===== src/rtl/spi_segment_rx_pkg.sv =====
// Shared constants for the SPI segment receiver: command codes, FSM encoding
// and control-register bit positions.
package spi_segment_rx_pkg;

    // Command byte values (first byte of each 16-bit frame)
    localparam logic [7:0] CMD_WR_SEG  = 8'h01;
    localparam logic [7:0] CMD_WR_CTRL = 8'h02;
    localparam logic [7:0] CMD_RD_SEG  = 8'h81;

    // Frame FSM encoding
    localparam logic [1:0] ST_IDLE = 2'd0;
    localparam logic [1:0] ST_CMD  = 2'd1;
    localparam logic [1:0] ST_DATA = 2'd2;
    localparam logic [1:0] ST_DONE = 2'd3;

    // ctrl_reg bit assignments; remaining bits are stored but reserved
    localparam int unsigned CTRL_BLANK = 0;

    localparam int unsigned FRAME_BITS = 16;

endpackage


===== src/rtl/spi_input_sync.sv =====
// Multi-stage synchronizer for one asynchronous pin plus rise/fall detection
// on the synchronized value.
module spi_input_sync #(
    parameter int unsigned STAGES    = 2,
    parameter logic        RESET_VAL = 1'b0
) (
    input  logic i_clk,
    input  logic i_rst_n,
    input  logic i_pin,
    output logic o_sync,
    output logic o_rise,
    output logic o_fall
);

    logic [STAGES-1:0] r_sync;
    logic              r_prev;

    // Shift the pin through the synchronizer and keep the previous synced value
    always_ff @(posedge i_clk or negedge i_rst_n) begin
        if (!i_rst_n) begin
            r_sync <= {STAGES{RESET_VAL}};
            r_prev <= RESET_VAL;
        end else begin
            r_sync <= {r_sync[STAGES-2:0], i_pin};
            r_prev <= r_sync[STAGES-1];
        end
    end

    assign o_sync = r_sync[STAGES-1];
    assign o_rise = r_sync[STAGES-1] & ~r_prev;
    assign o_fall = ~r_sync[STAGES-1] & r_prev;

endmodule


===== src/rtl/spi_segment_rx.sv =====
// SPI mode-0 slave that decodes 16-bit cmd/data frames into the segment
// pattern and control registers, with readback of the pattern on MISO.
module spi_segment_rx
    import spi_segment_rx_pkg::*;
#(
    parameter int unsigned SYNC_STAGES = 2,
    parameter logic [7:0]  SEG_RESET   = 8'h00,
    parameter logic [7:0]  CTRL_RESET  = 8'h00
) (
    input  logic       clk,
    input  logic       rst_n,
    input  logic       ena,
    input  logic       spi_sclk,
    input  logic       spi_cs_n,
    input  logic       spi_mosi,
    output logic       spi_miso,
    output logic       spi_miso_oe,
    output logic [7:0] seg_pattern,
    output logic [7:0] ctrl_reg,
    output logic       wr_strobe,
    output logic       frame_err
);

    logic w_sclk_sync_unused;
    logic w_sclk_rise;
    logic w_sclk_fall;
    logic w_cs_sync;
    logic w_cs_rise;
    logic w_cs_fall;
    logic w_mosi;
    logic w_mosi_rise_unused;
    logic w_mosi_fall_unused;

    spi_input_sync #(
        .STAGES    (SYNC_STAGES),
        .RESET_VAL (1'b0)
    ) u_sync_sclk (
        .i_clk   (clk),
        .i_rst_n (rst_n),
        .i_pin   (spi_sclk),
        .o_sync  (w_sclk_sync_unused),
        .o_rise  (w_sclk_rise),
        .o_fall  (w_sclk_fall)
    );

    spi_input_sync #(
        .STAGES    (SYNC_STAGES),
        .RESET_VAL (1'b1)
    ) u_sync_cs (
        .i_clk   (clk),
        .i_rst_n (rst_n),
        .i_pin   (spi_cs_n),
        .o_sync  (w_cs_sync),
        .o_rise  (w_cs_rise),
        .o_fall  (w_cs_fall)
    );

    spi_input_sync #(
        .STAGES    (SYNC_STAGES),
        .RESET_VAL (1'b0)
    ) u_sync_mosi (
        .i_clk   (clk),
        .i_rst_n (rst_n),
        .i_pin   (spi_mosi),
        .o_sync  (w_mosi),
        .o_rise  (w_mosi_rise_unused),
        .o_fall  (w_mosi_fall_unused)
    );

    logic [1:0] r_state;
    logic [3:0] r_bit_cnt;
    logic [7:0] r_shift;
    logic [7:0] r_cmd;
    logic       r_ovf;
    logic [7:0] r_seg;
    logic [7:0] r_ctrl;
    logic       r_wr_strobe;
    logic       r_frame_err;
    logic [7:0] r_tx;
    logic       r_tx_active;

    logic [1:0] w_state_nxt;
    logic [3:0] w_bit_cnt_nxt;
    logic [7:0] w_shift_nxt;
    logic [7:0] w_cmd_nxt;
    logic       w_ovf_nxt;
    logic [7:0] w_seg_nxt;
    logic [7:0] w_ctrl_nxt;
    logic       w_wr_nxt;
    logic       w_err_nxt;
    logic [7:0] w_tx_nxt;
    logic       w_tx_active_nxt;
    logic [7:0] w_byte;

    // Frame decode: state, bit counter, shifter, register writes and tx shifter
    always_comb begin
        w_state_nxt     = r_state;
        w_bit_cnt_nxt   = r_bit_cnt;
        w_shift_nxt     = r_shift;
        w_cmd_nxt       = r_cmd;
        w_ovf_nxt       = r_ovf;
        w_seg_nxt       = r_seg;
        w_ctrl_nxt      = r_ctrl;
        w_wr_nxt        = 1'b0;
        w_err_nxt       = 1'b0;
        w_tx_nxt        = r_tx;
        w_tx_active_nxt = r_tx_active;
        w_byte          = {r_shift[6:0], w_mosi};

        if (!ena) begin
            // Disable silently drops any frame in progress
            w_state_nxt   = ST_IDLE;
            w_bit_cnt_nxt = 4'd0;
            w_ovf_nxt     = 1'b0;
        end else begin
            case (r_state)
                ST_IDLE: begin
                    if (w_cs_fall) begin
                        w_state_nxt   = ST_CMD;
                        w_bit_cnt_nxt = 4'd0;
                        w_ovf_nxt     = 1'b0;
                    end
                end
                ST_CMD: begin
                    // cs_n rise takes priority over a coincident sclk rise
                    if (w_cs_rise) begin
                        w_state_nxt = ST_IDLE;
                        w_err_nxt   = 1'b1;
                    end else if (w_sclk_rise) begin
                        w_shift_nxt   = w_byte;
                        w_bit_cnt_nxt = r_bit_cnt + 4'd1;
                        if (r_bit_cnt == 4'd7) begin
                            w_cmd_nxt   = w_byte;
                            w_state_nxt = ST_DATA;
                        end
                    end
                end
                ST_DATA: begin
                    if (w_cs_rise) begin
                        w_state_nxt = ST_IDLE;
                        w_err_nxt   = 1'b1;
                    end else if (w_sclk_rise) begin
                        w_shift_nxt   = w_byte;
                        w_bit_cnt_nxt = r_bit_cnt + 4'd1;
                        if (r_bit_cnt == 4'(FRAME_BITS - 1)) begin
                            w_state_nxt = ST_DONE;
                            if (r_cmd == CMD_WR_SEG) begin
                                w_seg_nxt = w_byte;
                                w_wr_nxt  = 1'b1;
                            end else if (r_cmd == CMD_WR_CTRL) begin
                                w_ctrl_nxt = w_byte;
                                w_wr_nxt   = 1'b1;
                            end
                        end
                    end else if (w_sclk_fall) begin
                        // First fall of the data phase loads the readback byte
                        if (r_tx_active) begin
                            w_tx_nxt = {r_tx[6:0], 1'b0};
                        end else if (r_bit_cnt == 4'd8 && r_cmd == CMD_RD_SEG) begin
                            w_tx_nxt        = r_seg;
                            w_tx_active_nxt = 1'b1;
                        end
                    end
                end
                ST_DONE: begin
                    if (w_cs_rise) begin
                        w_state_nxt = ST_IDLE;
                        w_err_nxt   = r_ovf;
                        w_ovf_nxt   = 1'b0;
                    end else if (w_sclk_rise) begin
                        w_ovf_nxt = 1'b1;
                    end
                end
                default: w_state_nxt = ST_IDLE;
            endcase
        end

        // MISO only carries data while a read data phase is in progress
        if (w_state_nxt != ST_DATA) begin
            w_tx_active_nxt = 1'b0;
        end
    end

    // State and register update
    always_ff @(posedge clk or negedge rst_n) begin
        if (!rst_n) begin
            r_state     <= ST_IDLE;
            r_bit_cnt   <= 4'd0;
            r_shift     <= 8'h00;
            r_cmd       <= 8'h00;
            r_ovf       <= 1'b0;
            r_seg       <= SEG_RESET;
            r_ctrl      <= CTRL_RESET;
            r_wr_strobe <= 1'b0;
            r_frame_err <= 1'b0;
            r_tx        <= 8'h00;
            r_tx_active <= 1'b0;
        end else begin
            r_state     <= w_state_nxt;
            r_bit_cnt   <= w_bit_cnt_nxt;
            r_shift     <= w_shift_nxt;
            r_cmd       <= w_cmd_nxt;
            r_ovf       <= w_ovf_nxt;
            r_seg       <= w_seg_nxt;
            r_ctrl      <= w_ctrl_nxt;
            r_wr_strobe <= w_wr_nxt;
            r_frame_err <= w_err_nxt;
            r_tx        <= w_tx_nxt;
            r_tx_active <= w_tx_active_nxt;
        end
    end

    assign seg_pattern = r_seg;
    assign ctrl_reg    = r_ctrl;
    assign wr_strobe   = r_wr_strobe;
    assign frame_err   = r_frame_err;
    assign spi_miso    = r_tx_active & r_tx[7];
    assign spi_miso_oe = ena & ~w_cs_sync;

endmodule


===== config.mk =====
export PLATFORM = sky130hd
export DESIGN_NAME = spi_segment_rx
export DESIGN_NICKNAME = d
export VERILOG_FILES = /design/src/rtl/spi_segment_rx_pkg.sv /design/src/rtl/spi_input_sync.sv /design/src/rtl/spi_segment_rx.sv
export SDC_FILE = /design/constraint.sdc
export NUM_CORES = 1
export LEC_CHECK = 0
export ABC_AREA = 1
export CORE_ASPECT_RATIO = 0.8
export CORE_MARGIN = 1
export CORE_UTILIZATION = 30
export CTS_BUF_LIST = sky130_fd_sc_hd__clkbuf_16
export CTS_CLUSTER_DIAMETER = 50
export DETAILED_ROUTE_END_ITERATION = 6
export GPL_ROUTABILITY_DRIVEN = 0
export PLACE_DENSITY = 0.55
export SLEW_MARGIN = 30
export SYNTH_ARGS = -nofsm -noshare
export SYNTH_HDL_FRONTEND = slang
export SYNTH_SLANG_ARGS = --single-unit

===== constraint.sdc =====
create_clock -name clk -period 2.05 [get_ports clk]
set_input_delay 0.3075 -clock clk [delete_from_list [all_inputs] [get_ports clk]]
set_output_delay 0.3075 -clock clk [all_outputs]
set_load 0.005 [all_outputs]

**Yosys cells after proc, flatten, opt, wreduce, memory -nomap -nowiden**

Cells that the tools add are included.

- $add $sub $neg: 1
- Bitwise logic cells: 13
- Reduce and logical (&&, ||, !) cells: 15
- Equal/unequal tests: 18
- Multiplexer cells: 41

Operator list:

| operator | count |
|---|---|
| $mux W1 | 22 |
| $mux W2 | 9 |
| $mux W4 | 4 |
| $mux W8 | 2 |
| $reduce_and A6 Y1 | 2 |
| $reduce_and A5 Y1 | 2 |
| $ne A3 B2 Y1 const B | 3 |
| $eq A4 B4 Y1 const B | 2 |
| $eq A8 B1 Y1 const B | 1 |
| $eq A8 B2 Y1 const B | 1 |
| $eq A8 B8 Y1 const B | 1 |
| $pmux W2 S4 | 1 |
| $pmux W4 S2 | 1 |
| $reduce_and A4 Y1 | 2 |
| $reduce_bool A2 Y1 | 4 |
| $not A1 Y1 | 7 |
| $reduce_and A7 Y1 | 1 |
| $and A1 B1 Y1 | 6 |
| $ne A2 B2 Y1 const B | 3 |
| $add A4 B1 Y4 const B | 1 |
| $eq A2 B2 Y1 const B | 2 |
| $eq A4 B3 Y1 const B | 1 |
| $ne A4 B2 Y1 const B | 1 |
| $pmux W1 S2 | 2 |
| other kinds (7) | 7 |

- Flip-flop bits (word level): 57

**Logic depth before layout (Yosys ltp)**

- Depth in word-level cells: 10
- Mapped depth: 11
- Mapped depth without buffers: 11

**Modules after synthesis**

Synthesis repeated with hierarchy kept, for this count alone.

- Cell total of the unflattened synthesis: 280
- Area, all modules: 2631.3 um2

Modules (own cells, without submodules):

| module | times used | cells an instance | area an instance (um2) |
|---|---|---|---|
| spi_segment_rx | 1 | 259 | 2357.3 |
| spi_input_sync at u_sync_mosi ... | 2 | 7 | 90.1 |
| spi_input_sync at u_sync_cs | 1 | 7 | 93.8 |

**Least setup slack after synthesis**

Ideal clock, no wire load.

- Kind: register to register
- Start: reg r_state[0]
- End: reg r_bit_cnt[3]
- Stages on the path, launching flop included: 12
- Data arrival time: 1577 ps
- Setup time: 77 ps
- Required time: 1973 ps
- Path slack: 396 ps
- Cells stage by stage: dfrtp_1 inv_1 ha_1 nand2_1 inv_1 nand2_1 o21ai_0 nor2_2 nand2_1 nand2_1 nand2_1 a21oi_1

- Word-level cells in the longest chain between the ends: 4
- Elaborated cells on any way between the ends: 11
- Classes of those cells: eq/ne (6); mux (2); reduce/logical (3)

Ends and longest elaborated chain:

| item | RTL line | RTL |
|---|---|---|
| start: declaration | spi_segment_rx.sv:70 | `logic [1:0] r_state;` |
| start signal: assignment | spi_segment_rx.sv:199 | `r_state <= w_state_nxt;` |
| $eq A2 B2 Y1 / $eq A2 B1 Y1 (equally long branches) | spi_segment_rx.sv:116 | `case (r_state)` |
| $reduce_or A2 Y1 (no line) | -- |  |
| $ne A3 B3 Y1 (no line), or another cell as far along | -- |  |
| $reduce_and A4 Y1 (no line) / $mux W4 (equally long branches) | -- |  |
| end signal: assignment | spi_segment_rx.sv:200 | `r_bit_cnt <= w_bit_cnt_nxt;` |
| end: declaration | spi_segment_rx.sv:71 | `logic [3:0] r_bit_cnt;` |

Parallel ways exist; a longest one is shown, timed or not.
A chain may end at the register's enable or synchronous reset.

**Worst setup path after layout**

- Start: reg r_state[0]
- End: reg r_ctrl[1] (netlist: ctrl_reg[1])

- Word-level cells in the longest chain between the ends: 2

Ends and longest elaborated chain:

| item | RTL line | RTL |
|---|---|---|
| $eq A2 B2 Y1 | spi_segment_rx.sv:116 |  |
| $reduce_and A7 Y1 (no line) | -- |  |
| end signal: assignment | spi_segment_rx.sv:205 | `r_ctrl <= w_ctrl_nxt;` |
| end: declaration | spi_segment_rx.sv:76 | `logic [7:0] r_ctrl;` |

Every way passes these cells.

==> impl_metrics.toml <==
[outcome]
status = "finished, final reports clean"

[drt]
wl_met1_um = 2790
wl_per_cell_um = 12.2
vias = 1893
dr.pass1.iters = 4
routed_wl_um = 5200
dr.first_iter.drc_count = 94
topRoutingLayerUsed = "met4"
drc = 0
detail-route-antenna-nets = 0
met2_wirelength_um = 2030
wl_met3_um = 323
drt-vias-per-instance = 4.43

[critical_path]
worst_ep_required_time_ns = 2.25
r2r_setup_slack_ns = 0.14
endpoint = "ctrl_reg[1]"
slowest_stage = "dfrtp_1"
worstSetupPathType = "reg2reg"
reg2reg_depth = 7
critPathArrivalTime_ns = 2.10
slowest_delay_ns = 0.40
cp_top_family = "simple AND/OR/NAND/NOR gates"
start_kind = "flop"
regToRegStartpoint = "r_state[0]"
crit_chain = "inv_1 -> ha_1 -> nand3_1 -> nor2_4 -> nand4_4 -> nand2_1 -> o21ai_2"
path_max_fanout = 17
r2r_end = "ctrl_reg[1]"
cp-startpoint = "r_state[0]"
crit_cells = 7
worst-path-buf-inv = 1
end_kind = "flop"

[timing]
fin_crit_ns = 1.91
clock-skew-final_ns = 0.00761
setup_viol = 0
slew_violations = 0
fmax_mhz = 524
setup-tns-final_ns = 0
relSlewSlack_pct = 70.7
rsz0062_at_grt = "false"
fin_crit_sh_pct = 93.1
tightestPinTransition_ns = 0.438
hold_viol = 0

[clock_tree]
cts_htree_levels = 3
clk_latency_ns = 0.32
cts_buffers = 9
numClockSinks = 57
clk_pin_slew_worst_paths_ns = 0.05
cts_buffer_depth = 2
clockRootBuffer = "clkbuf_16"
ctsResizeCount = 0
cts_tree = "built"

[global_routing]
grt_usage_pct = 13.2
grt_max_degree = 58
antenna_found_initial = 0
grt.overflow.total = 0
grt_pass1_wl_um = 9070
first_global_vias = 1832

[floorplanning]
start_util_pct = 31.8
ios = 26
die_x_um = 106
die_h_um = 85.0
core_area_um2 = 8130
die_area_um2 = 8990
rows = 29

[cells_and_area]
diodes = 0
final_nets = 327
final_cell_area_um2 = 3280
final_cell_mix = "67 x nand2_1, 54 x dfrtp_1, 39 x o21ai_0"
synthToLayoutAreaGrowth_pct = 26.8
layout_commonest_cell = "nand2_1"
drive_above_1_share_pct = 16.9

[min_path]
worstHoldPathType = "reg2reg"

[power_and_ir_drop]
power_density_nw_per_um2 = 974
leakage_nw = 1.47
ir_drop_uv = 396

[yosys]
synth_area_um2 = 2580
syn-num-nets = 289
avgSynthCellArea_um2 = 9.37
yosysSeqAreaShare_pct = 55.3
syn_inst = 276
ys_seq_elements = 57
synth_cell_types = 23
yosysWarnings = 0

[run]
cap_violations = 0

[place]
place_area_um2 = 2980
io_buffers = 25
hpwl_um = 3620
[metrics by stage]
step / instances / worst slack [ns] / power [mW] / hold WS (ns) / utilization (%)
global route: 427 / 0.00673 / 3.36 / 0.349 / 40.3
floorplan: 276 / 0.396 / 1.62 / 0.0119 / -
CTS: 426 / 0.134 / 3.20 / 0.349 / 40.2
detailed placement: 409 / 0.104 / 1.79 / 0.333 / 36.7
global placement: 409 / 0.135 / 1.78 / 0.333 / 36.7
finish: 427 / 0.142 / 3.19 / 0.345 / 40.3
[worst min path at each step]
stage,startpoint,end,slack [ns],cells past startpoint
floorplan,rst_n,ctrl_reg[0],0.01,0
global placement,rst_n,u_sync_mosi.r_sync[0],0.33,2
detailed placement,rst_n,u_sync_sclk.r_sync[0],0.33,2
CTS,u_sync_mosi.r_sync[0],u_sync_mosi.r_sync[1],0.35,0
global route,u_sync_mosi.r_sync[0],u_sync_mosi.r_sync[1],0.35,0
finish,u_sync_mosi.r_sync[0],u_sync_mosi.r_sync[1],0.35,0
[cell usage after synthesis]
master,n,area [um^2]
or2_1,1,6.26
or2_2,7,43.8
dfstp_2,3,78.8
o21ai_2,16,140
a21boi_0,1,7.51
nor3_1,4,20.0
dfrtp_1,54,1350
buf_2,2,10.0
buf_6,2,22.5
o21ai_0,39,195
ha_1,7,87.6
inv_2,2,7.51
nand2_1,67,251
a21oi_1,5,25.0
nor2_2,2,12.5
inv_1,29,109
nand3_1,14,70.1
o31ai_1,2,15.0
nor2_4,3,33.8
nand4_4,2,42.5
nand4_1,1,6.26
clkbuf_1,1,3.75
nor2_1,12,45.0
[what timing repair did]
item | CTS | global route
endpoints found under the hold margin | 40 | 0
hold buffers | 1 | 0
setup endpoints to repair | 0 | 2
buffers inserted | 0 | 1
[where the power goes]
group / switching [mW] / internal, mW
clock network: 0.474 / 0.915
logic: 0.375 / 0.200
registers: 0.0367 / 1.19
[layer usage]
metal	global-route usage (%)	up-vias
met5	0	-
met4	5.30	0
met2	17.3	46
met3	4.53	5
li1	-	969
met1	19.6	873
[cells by family (layout without fill, tap and decap cells)]
family	Yosys count	count (layout)	share of synthesized area [%]
AOI/OAI and AO/OA	63	63	14.8
buffers and inverters	36	79	5.90
DFF	57	57	55.3
and+or+nand+nor	113	113	20.6
adders and majority gates	7	7	3.39
[layout make-up]
class,instances,area (um^2)
fill,825,4850
sequential,57,1430
multi-input combinational,183,1000
timing repair buffer,32,313
clock buffer,9,225
tap,108,135
inverter,31,116
clock inverter,7,55.1
Power figures use the tool's default switching activity.
